## src/rtl/bs_pkg.sv

```systemverilog
// Shared definitions for the boundary-scan chain.
// This package holds the cell-type encoding used to build CTRL_MASK and the
// counter-width helper.
package bs_pkg;

   // Cell type encoding: one bit per cell in CTRL_MASK.
   typedef enum logic {
      BS_OBSERVE = 1'b0,
      BS_CONTROL = 1'b1
   } bs_cell_e;

   // Width of a counter that must hold the values 0..n inclusive.
   function automatic int cnt_width(input int n);
      return (n < 1) ? 1 : $clog2(n + 1);
   endfunction

endpackage : bs_pkg

```

## src/rtl/bs_chain_cell.sv

```systemverilog
// One boundary-scan cell.
// It holds one shift bit and one update bit, and drives the pad-side output
// mux. The shift bit has priority over capture. The update bit loads the
// shift bit as it was before any same-cycle shift or capture.
module bs_chain_cell
   import bs_pkg::*;
#(
   parameter bit CONTROLLABLE = BS_CONTROL,
   parameter bit RESET_BIT    = 1'b0
) (
   input  logic clk,
   input  logic rst_n,
   input  logic shift_en,
   input  logic capture_en,
   input  logic update_en,
   input  logic scan_in,
   input  logic core_in,
   input  logic mode,
   output logic sr,
   output logic pad_out
);

   logic ur;

   // Shift stage: serial shift wins over parallel capture.
   always_ff @(posedge clk or negedge rst_n) begin
      if (!rst_n) begin
         sr <= 1'b0;
      end else if (shift_en) begin
         sr <= scan_in;
      end else if (capture_en) begin
         sr <= core_in;
      end
   end

   // Update stage: latches the pre-edge shift bit. It loads even on
   // observe-only cells, where the value is simply never used.
   always_ff @(posedge clk or negedge rst_n) begin
      if (!rst_n) begin
         ur <= RESET_BIT;
      end else if (update_en) begin
         ur <= sr;
      end
   end

   // Pad mux: only a controllable cell in test mode overrides the core value.
   always_comb begin
      pad_out = core_in;
      if (mode && CONTROLLABLE) begin
         pad_out = ur;
      end
   end

endmodule : bs_chain_cell

```

## src/rtl/bs_chain.sv

```systemverilog
// N-cell boundary-scan data register that sits between the core and the pads.
// TDI enters at cell N-1 and TDO leaves from cell 0, so the LSB exits first.
// All DR strobes are ignored unless enable_i is high. shift_cnt_o is a
// saturating count of shifts since the last capture.
module bs_chain
   import bs_pkg::*;
#(
   parameter int           N         = 8,
   parameter logic [N-1:0] CTRL_MASK = {N{1'b1}},
   parameter logic [N-1:0] RESET_VAL = {N{1'b0}}
) (
   input  logic                        clk_i,
   input  logic                        rst_ni,
   input  logic                        enable_i,
   input  logic                        mode_i,
   input  logic                        shift_dr_i,
   input  logic                        capture_dr_i,
   input  logic                        update_dr_i,
   input  logic                        scan_in_i,
   output logic                        scan_out_o,
   input  logic [N-1:0]                core_in_i,
   output logic [N-1:0]                pad_out_o,
   output logic [cnt_width(N)-1:0]     shift_cnt_o
);

   localparam int             CW      = cnt_width(N);
   localparam logic [CW-1:0]  CNT_MAX = CW'(N);

   logic          shift_en;
   logic          capture_en;
   logic          update_en;
   logic [N-1:0]  sr;
   logic [CW-1:0] shift_cnt;

   // Gate the TAP strobes with the instruction select; shift beats capture.
   always_comb begin
      shift_en   = enable_i & shift_dr_i;
      capture_en = enable_i & capture_dr_i & ~shift_dr_i;
      update_en  = enable_i & update_dr_i;
   end

   for (genvar i = 0; i < N; i++) begin : g_cell
      logic cell_scan_in;

      // Serial link: the top cell takes TDI and every other cell takes the
      // bit above it.
      if (i == N - 1) begin : g_top
         always_comb cell_scan_in = scan_in_i;
      end else begin : g_mid
         always_comb cell_scan_in = sr[i+1];
      end

      bs_chain_cell #(
         .CONTROLLABLE (CTRL_MASK[i] == BS_CONTROL),
         .RESET_BIT    (RESET_VAL[i])
      ) u_cell (
         .clk        (clk_i),
         .rst_n      (rst_ni),
         .shift_en   (shift_en),
         .capture_en (capture_en),
         .update_en  (update_en),
         .scan_in    (cell_scan_in),
         .core_in    (core_in_i[i]),
         .mode       (mode_i),
         .sr         (sr[i]),
         .pad_out    (pad_out_o[i])
      );
   end

   // Shift counter: cleared by capture and saturating at N on shifts.
   always_ff @(posedge clk_i or negedge rst_ni) begin
      if (!rst_ni) begin
         shift_cnt <= '0;
      end else if (shift_en) begin
         if (shift_cnt != CNT_MAX) begin
            shift_cnt <= shift_cnt + 1'b1;
         end
      end else if (capture_en) begin
         shift_cnt <= '0;
      end
   end

   // TDO is taken directly from the register and changes right after the
   // shift edge.
   always_comb begin
      scan_out_o  = sr[0];
      shift_cnt_o = shift_cnt;
   end

endmodule : bs_chain

```

## config.mk

```make
export PLATFORM = sky130hd
export DESIGN_NAME = bs_chain
export DESIGN_NICKNAME = d
export VERILOG_FILES = /design/src/rtl/bs_pkg.sv /design/src/rtl/bs_chain_cell.sv /design/src/rtl/bs_chain.sv
export SDC_FILE = /design/constraint.sdc
export NUM_CORES = 1
export LEC_CHECK = 0
export BUFFER_PORTS_ARGS = -buffer_cell sky130_fd_sc_hd__buf_4
export CORE_MARGIN = 2
export CORE_UTILIZATION = 50
export DETAILED_ROUTE_END_ITERATION = 12
export GPL_TIMING_DRIVEN = 0
export PLACE_DENSITY = 0.78
export SLEW_MARGIN = 10
export SYNTH_ARGS = -nofsm -noshare
export SYNTH_HDL_FRONTEND = slang
export SYNTH_SLANG_ARGS = --single-unit
```

## constraint.sdc

```tcl
create_clock -name clk_i -period 1.5 [get_ports clk_i]
set_input_delay 0.15 -clock clk_i [delete_from_list [all_inputs] [get_ports clk_i]]
set_output_delay 0.15 -clock clk_i [all_outputs]
set_load 0.02 [all_outputs]
```

## After elaboration in Yosys (flattened, before gate mapping)

Index checks and enable logic that the tools add are counted.

| word-level totals | value |
|---|---|
| output and inout bits | 13 |
| bits in read-only memories | 0 |
| memories kept | 0 |
| bits of input ports | 16 |
| bits in registers | 20 |
| logic and storage cells | 54 |
| bits in latches | 0 |
| bits in writable memories | 0 |

| cells by class | value |
|---|---|
| mux-type cells | 27 |
| equality and inequality tests | 2 |
| reduce and logical (&&, ||, !) cells | 2 |
| order comparisons | 0 |
| add/sub/neg operators | 1 |
| divide/modulo/power cells | 0 |
| multipliers | 0 |
| shift-type cells | 0 |
| bitwise gates (word level) | 5 |

Operators by type and width:

| operator | number |
|---|---|
| 1-bit two-way mux | 24 |
| 4-bit two-way mux | 3 |
| 4-bit by 1-bit adder with 4-bit output (second input constant) | 1 |
| 1-bit AND | 4 |
| 4-bit != test (second input constant) | 1 |
| 2-bit != test (second input constant) | 1 |
| 2-bit AND reduction | 1 |
| 2-bit nonzero test | 1 |
| 1-bit NOT | 1 |

## Logic depth before layout (Yosys ltp)

Gate-level depths: netlist of run 1.

| logic depth | value |
|---|---|
| depth in word-level cells | 4 |
| depth in mapped cells | 5 |
| gate-level depth less buffers | 5 |

## Hierarchy

Synthesis of run 1 repeated with hierarchy kept, for this count alone.

| unflattened totals | value |
|---|---|
| cell total of the unflattened synthesis | 84 |
| area total of the unflattened synthesis | 1016.0 um^2 |

By module, submodules not included:

| module | sequential area each (um^2) | instances | cells each | area each (um^2) |
|---|---|---|---|---|
| bs_chain_cell | 50.0 | 8 | 7 | 95.1 |
| bs_chain | 100.1 | 1 | 28 | 255.2 |

## Worst setup path before layout of run 1

OpenSTA, ideal clock, no wires.

| path | value |
|---|---|
| path kind | reg-to-reg |
| start point | register shift_cnt[0] (netlist: shift_cnt_o[0]) |
| end point | register shift_cnt[0] (netlist: shift_cnt_o[0]) |
| required time | 1.366 ns |
| data arrival time | 1.164 ns |
| path buffers | 0 |
| period minus slack after synthesis | 1.299 ns |
| stages on the path, launching flop included | 6 |
| slack | 0.201 ns |
| library setup time | 0.134 ns |
| cell sequence | dfrtp_1 -> inv_1 -> ha_1 -> and4b_1 -> o21ai_0 -> o31ai_1 |

| between the ends | value |
|---|---|
| word-level cells in the longest chain between the ends | 3 |
| elaborated cells between the ends (all ways) | 6 |
| those cells by class | 1 x add/sub; 2 x eq/ne; 2 x mux; 1 x reduce/logical |

Ends and longest elaborated chain:

| element | line | RTL |
|---|---|---|
| from (decl) | bs_chain.sv:33 | `logic [CW-1:0] shift_cnt;` |
| from (signal assigned) | bs_chain.sv:76 | `shift_cnt <= shift_cnt + 1'b1;` |
| 4-bit by 1-bit adder with 4-bit output or 4-bit != test (tied branches) | bs_chain.sv:76, bs_chain.sv:75 |  |
| 4-bit two-way mux or 2-bit != test (tied branches) | -- |  |
| 4-bit two-way mux or 2-bit AND reduction (tied branches) | -- |  |

Parallel ways exist; a longest one is shown, timed or not. The select of a mux whose other input is x is not followed.
A chain may end at the register's enable or synchronous reset.

## Final worst setup path of run 1

| path | value |
|---|---|
| start point | register g_cell[4].u_cell.ur |
| end point | output port pad_out_o[4] |

| between the ends | value |
|---|---|
| word-level cells in the longest chain between the ends | 1 |

Ends and longest elaborated chain:

| element | line | RTL |
|---|---|---|
| from (decl) | bs_chain_cell.sv:23 | `logic ur;` |
| from (signal assigned) | bs_chain_cell.sv:42 | `ur <= sr;` |
| 1-bit two-way mux | bs_chain_cell.sv:49 | `if (mode && CONTROLLABLE) begin` |
| to (decl) | bs_chain.sv:22 | `output logic [N-1:0] pad_out_o,` |

No other way between the ends.

==> results of run 1 <==
==> worst max-delay path, stage by stage, from the launching register on <==
cell,delay (ps)
dfrtp_1,400
mux2_2,270
buf_4,130
buf_4,140
==> layout by cell type, fill, tap and decap left out, drive strengths merged, types with 2 or more instances in the layout <==
cell and count:
buf 38, dfrtp 20, o22ai 16, mux2 16, a21oi 8, nand2 5, inv 4, o21ai 4
nand3 3, clkbuf 3, a21o 2, ha 2
==> flip-flops by register name (all words and copies together) (netlist names) <==
register and count:
g_cell.u_cell.sr 8, g_cell.u_cell.ur 8, shift_cnt_o 4
==> per-layer routing <==
layer	vias to the layer above	share of wire [%]
li1	419	-
met1	426	42
met2	25	52
met3	2	5.0
met4	0	0.67
met5	-	0
==> report_power, final <==
part	leakage [nW]	switching, W	internal [W]
logic	0.407	0.000315	0.000390
registers	0.228	0.000131	0.000675
clock network	0.0138	0.000159	0.0000937
total	0.649	0.000605	0.00116
==> logic make-up after synthesis <==
logic type	Yosys count
AOI/OAI and AO/OA	32
buffers and inverters	16
and+or+nand+nor	11
muxes	16
DFF	20
adders and majority gates	2
==> through the flow <==
step / utilization, % / setup WS (ps) / area [um^2] / total power [W] / hold slack, ps
after global placement: 62.1 / 282 / 1350 / 0.00148 / 41.5
final: 63.6 / 96.7 / 1380 / 0.00176 / 150
after floorplan: - / 201 / 1120 / 0.00126 / -146
after detailed placement: 62.1 / 220 / 1350 / 0.00152 / 43.5
after CTS: 63.6 / 94.1 / 1380 / 0.00177 / 149
after global routing: 63.6 / 37.7 / 1380 / 0.00187 / 140
==> final timing paths <==
kind                            slack, ps                             from                              end  cells past startpoint
worst max-delay path                  100  g_cell[4].u_cell.ur$_DFFE_PN0P_                     pad_out_o[4]                      3
worst min-delay path                  150                     core_in_i[2]  g_cell[2].u_cell.sr$_DFFE_PN0P_                      3
worst max register to register        190       shift_cnt_o[0]$_DFFE_PN0P_       shift_cnt_o[0]$_DFFE_PN0P_                      5
worst min register to register        520  g_cell[5].u_cell.ur$_DFFE_PN0P_  g_cell[5].u_cell.ur$_DFFE_PN0P_                      1
max in group asynchronous            1040                           rst_ni       shift_cnt_o[2]$_DFFE_PN0P_                      2
min in group asynchronous             250                           rst_ni  g_cell[0].u_cell.ur$_DFFE_PN0P_                      2
==> layout make-up <==
class	count	area (um^2)
Sequential cell	20	500
Inverter	4	15.0
Fill cell	169	791
Timing Repair Buffer	27	205
Multi-Input combinational cell	61	508
Tap cell	28	35.0
Clock buffer	3	22.5
Buffer	12	92.6
==> impl_metrics.env, run 1 <==
export IMPL_synthTopCellsByArea="dfrtp_1, mux2_4, o22ai_1"
export IMPL_yosysTopAreaCellShare_pct=44.8
export IMPL_vdd_ir_drop_max_mv=0.880
export IMPL_wirelength_um=2380
export IMPL_outcome="complete, no violations"
export IMPL_cts_hold_buf=1
export IMPL_crit_path_end_kind="output port"
export IMPL_synth_most_common_cell="dfrtp_1"
export IMPL_synth_cell_type_count=22
export IMPL_vias=872
export IMPL_hpwlAfterDp_um=1740
export IMPL_cts_setup_buffers=0
export IMPL_critPathRequiredTime_ps=1350
export IMPL_grt_use_met1_pct=23.1
export IMPL_grtUsageMet3_pct=5.26
export IMPL_synth_edf_count=0
export IMPL_ys_warn_count=0
export IMPL_rows=17
export IMPL_cts_resized=0
export IMPL_maxCapViolations=0
export IMPL_met2_usage_pct=34.4
export IMPL_yosys_area_top_type="dfrtp_1"
export IMPL_synth_nets=115
export IMPL_core_area_mm2=0.00217
export IMPL_syn_area_mm2=0.00112
export IMPL_cts_sinks=20
export IMPL_avgRoutedWirePerCell_um=15.3
export IMPL_io_pins=29
export IMPL_seq_area_frac_synth_pct=44.8
export IMPL_synthArstFlopShare_pct=100
export IMPL_fin_cells=155
export IMPL_synth_compound_area_share_pct=17.8
export IMPL_tritoncts="done"
export IMPL_worstPathMaxFanout=2
export IMPL_synth_seq_cells=20
export IMPL_yosys_top_cells_count="dfrtp_1, o22ai_1"
export IMPL_antenna_found_initial=0
export IMPL_dieArea_mm2=0.00263
export IMPL_grt_max_degree=21
export IMPL_port_buffers=26
export IMPL_die_y_um=51.2
export IMPL_synth_area_per_cell_um2=11.5
export IMPL_cp_start_kind="flip-flop"
export IMPL_finalMaxSlewViolations=0
export IMPL_drtIter0Drc=24
export IMPL_path_class="reg -> out"
export IMPL_drt_pass1_iter_count=4
export IMPL_drc_errors=0
export IMPL_drtAntennaViolNets=0
export IMPL_skew_ps=2.82
export IMPL_busiest_layer="met2"
export IMPL_hold_viol_final=0
export IMPL_period_minus_slack_ps=1400
export IMPL_slew_limit_headroom_pct=81.8
export IMPL_powerDensity_mw_per_mm2=1280
export IMPL_cts_buffer_depth=2
export IMPL_synth_flop_cell="dfrtp_1"
export IMPL_synthAdderAreaFrac_pct=2.24
export IMPL_hold_path_class="in -> reg"
export IMPL_clk_latency_ps=300
export IMPL_drive_above_1_share_pct=48.0
export IMPL_clock_fmax_mhz=713
export IMPL_grt_pass1_wl_um=3740
export IMPL_numCtsBuffers=3
export IMPL_tns_ps=0
export IMPL_finalCritPeriodShare_pct=93.6
export IMPL_viasPerCell=5.63
export IMPL_grt_pass1_vias=824
export IMPL_dpl_cell_count=151
export IMPL_synth_top_family_by_area="multiplexers"
export IMPL_cellLeakagePower_nw=0.649
export IMPL_grt_total_usage_pct=19.4
export IMPL_syn_to_final_growth_pct=23.5
export IMPL_antenna_cells=0
export IMPL_ctsHtreeMaxLevel=1
export IMPL_syn_inst=97
export IMPL_fp_dieW_um=51.2
export IMPL_setup_viol=0
export IMPL_gp_congestion=0.765
export IMPL_clk_pin_slew_ps=110
export IMPL_initial_core_util_pct=51.4
export IMPL_rsz0062_at_grt="no"
export IMPL_overflow=0
export IMPL_tightest_slew_ps=273
export IMPL_synth_xor_xnor_area_share_pct=0
export IMPL_cp_arrival_ps=1250
export IMPL_synthMuxAreaShare_pct=18.8
export IMPL_cts_root_buffer_cell="clkbuf_4"
export IMPL_yosys_area_share_simple_pct=6.61
export IMPL_nets=147
Power figures use the tool's default switching activity.
==> inputs of run 2 (changes only) <==
==> constraint.sdc (replaced) <==
create_clock -name clk_i -period 1.5 [get_ports clk_i]
set_input_delay 0 -clock clk_i [delete_from_list [all_inputs] [get_ports clk_i]]
set_output_delay 0 -clock clk_i [all_outputs]
set_load 0.01 [all_outputs]
==> impl_metrics.env, run 2 (synthesis gave the netlist of run 1 again) <==
export IMPL_outcome="complete, no violations"
export IMPL_wirelength_um=2440
export IMPL_drtAntennaViolNets=0
export IMPL_vdd_ir_drop_max_mv=0.887
export IMPL_critPathRequiredTime_ps=1690
export IMPL_skew_ps=0.983
export IMPL_drt_pass1_iter_count=4
export IMPL_antenna_found_initial=0
export IMPL_path_class="reg -> reg"
export IMPL_cts_sinks=20
export IMPL_ctsHtreeMaxLevel=1
export IMPL_fp_dieW_um=51.2
export IMPL_rsz0062_at_grt="no"
export IMPL_worstPathMaxFanout=6
export IMPL_r2r_end="shift_cnt_o[0]$_DFFE_PN0P_"
export IMPL_drc_errors=0
export IMPL_finalCritPeriodShare_pct=87.7
export IMPL_slew_limit_headroom_pct=82.0
export IMPL_holdPathStages=3
export IMPL_cellLeakagePower_nw=0.661
export IMPL_clock_fmax_mhz=760
export IMPL_cts_resized=0
export IMPL_tns_ps=0
export IMPL_overflow=0
export IMPL_initial_core_util_pct=51.4
export IMPL_die_y_um=51.2
export IMPL_antenna_cells=0
export IMPL_gp_congestion=0.765
export IMPL_vias=894
export IMPL_core_area_mm2=0.00217
export IMPL_cts_root_buffer_cell="clkbuf_4"
export IMPL_period_minus_slack_ps=1320
export IMPL_viasPerCell=5.66
export IMPL_reg2reg_slack_ps=180
export IMPL_tritoncts="done"
export IMPL_hold_path_class="in -> reg"
export IMPL_hpwlAfterDp_um=1740
export IMPL_dpl_cell_count=151
export IMPL_min_from="core_in_i[2]"
export IMPL_nets=150
export IMPL_grt_pass1_wl_um=3820
export IMPL_r2r_start="shift_cnt_o[0]$_DFFE_PN0P_"
export IMPL_cts_buffer_depth=2
export IMPL_cp_arrival_ps=1500
export IMPL_finalMaxSlewViolations=0
export IMPL_crit_path_end_kind="flip-flop"
export IMPL_layout_common_cells="buf_4, dfrtp_1, o22ai_1"
export IMPL_grt_total_usage_pct=19.8
export IMPL_fin_cells=158
export IMPL_port_buffers=26
export IMPL_clk_pin_slew_ps=110
export IMPL_r2r_worst_path_cells=5
export IMPL_rows=17
export IMPL_avgRoutedWirePerCell_um=15.4
export IMPL_io_pins=29
export IMPL_grt_pass1_vias=832
export IMPL_hold_viol_final=0
export IMPL_syn_to_final_growth_pct=26.2
export IMPL_maxCapViolations=0
export IMPL_drtIter0Drc=23
export IMPL_tightest_slew_ps=268
export IMPL_setup_viol=0
export IMPL_numCtsBuffers=3
export IMPL_clk_latency_ps=300
export IMPL_grt_max_degree=21
export IMPL_final_common_cell="buf_4"
export IMPL_cp_start_kind="flip-flop"
export IMPL_drive_above_1_share_pct=46.9
export IMPL_worst_hold_path_endpoint="g_cell[2].u_cell.sr$_DFFE_PN0P_"
export IMPL_dieArea_mm2=0.00263
export IMPL_powerDensity_mw_per_mm2=1210
## run 2: cell count changes in the layout (fill, tap and decap cells not counted)
cell and change:
dlygate4sd3_1 +3
## run 2: where the power goes
group          total [W]  switching (W)  internal (W)
clock network   0.000252       0.000158     0.0000937
registers       0.000810       0.000135      0.000675
logic           0.000643       0.000251      0.000391
## run 2: final cells by class
type                            count  area, um^2
Timing Repair Buffer               30         235
Multi-Input combinational cell     61         508
Clock buffer                        3        22.5
Sequential cell                    20         500
Inverter                            4        15.0
Tap cell                           28        35.0
Buffer                             12        92.6
Fill cell                         163         761
## run 2: worst max-delay path by stage
| stage | startpoint | to | slack (ps) | depth (start not counted) |
|---|---|---|---|---|
| after floorplan | shift_cnt_o[0]$_DFFE_PN0P_ | shift_cnt_o[0]$_DFFE_PN0P_ | 280 | 5 |
| after global placement | shift_cnt_o[0]$_DFFE_PN0P_ | shift_cnt_o[0]$_DFFE_PN0P_ | 280 | 5 |
| after detailed placement | shift_cnt_o[0]$_DFFE_PN0P_ | shift_cnt_o[0]$_DFFE_PN0P_ | 220 | 5 |
| after CTS | shift_cnt_o[0]$_DFFE_PN0P_ | shift_cnt_o[0]$_DFFE_PN0P_ | 200 | 5 |
| after global routing | shift_cnt_o[0]$_DFFE_PN0P_ | shift_cnt_o[0]$_DFFE_PN0P_ | 30 | 5 |
| final | shift_cnt_o[0]$_DFFE_PN0P_ | shift_cnt_o[0]$_DFFE_PN0P_ | 180 | 5 |
## run 2: what timing repair did
action | CTS | global route
endpoints found under the setup margin | 0 | 0
hold endpoints to repair | 22 | 1
hold buffers | 3 | 1
setup buffers | 0 | 0
## run 2: through the flow
step | cell area [um^2] | hold slack [ps] | utilization, % | worst slack (ps) | power, W
finish | 1410 | 2.45 | 64.9 | 185 | 0.00170
global route | 1410 | 2.93 | 64.9 | 31.7 | 0.00181
CTS | 1400 | 0.713 | 64.5 | 198 | 0.00171
detailed placement | 1350 | -107 | 62.1 | 220 | 0.00145
global placement | 1350 | -108 | 62.1 | 282 | 0.00142
floorplan | 1120 | -296 | - | 281 | 0.00120
## run 2: per-layer routing
metal	part of all wire [%]	GRT usage (%)
met5	0	0
met4	1.2	5.26
met3	4.5	5.26
met2	52	35.7
met1	42	23.3
## run 2: critical path, stage by stage (launching register included)
cell and delay [ps]:
dfrtp_1 450, inv_1 70, ha_1 200, and4b_1 210, o21ai_0 180, o31ai_1 90
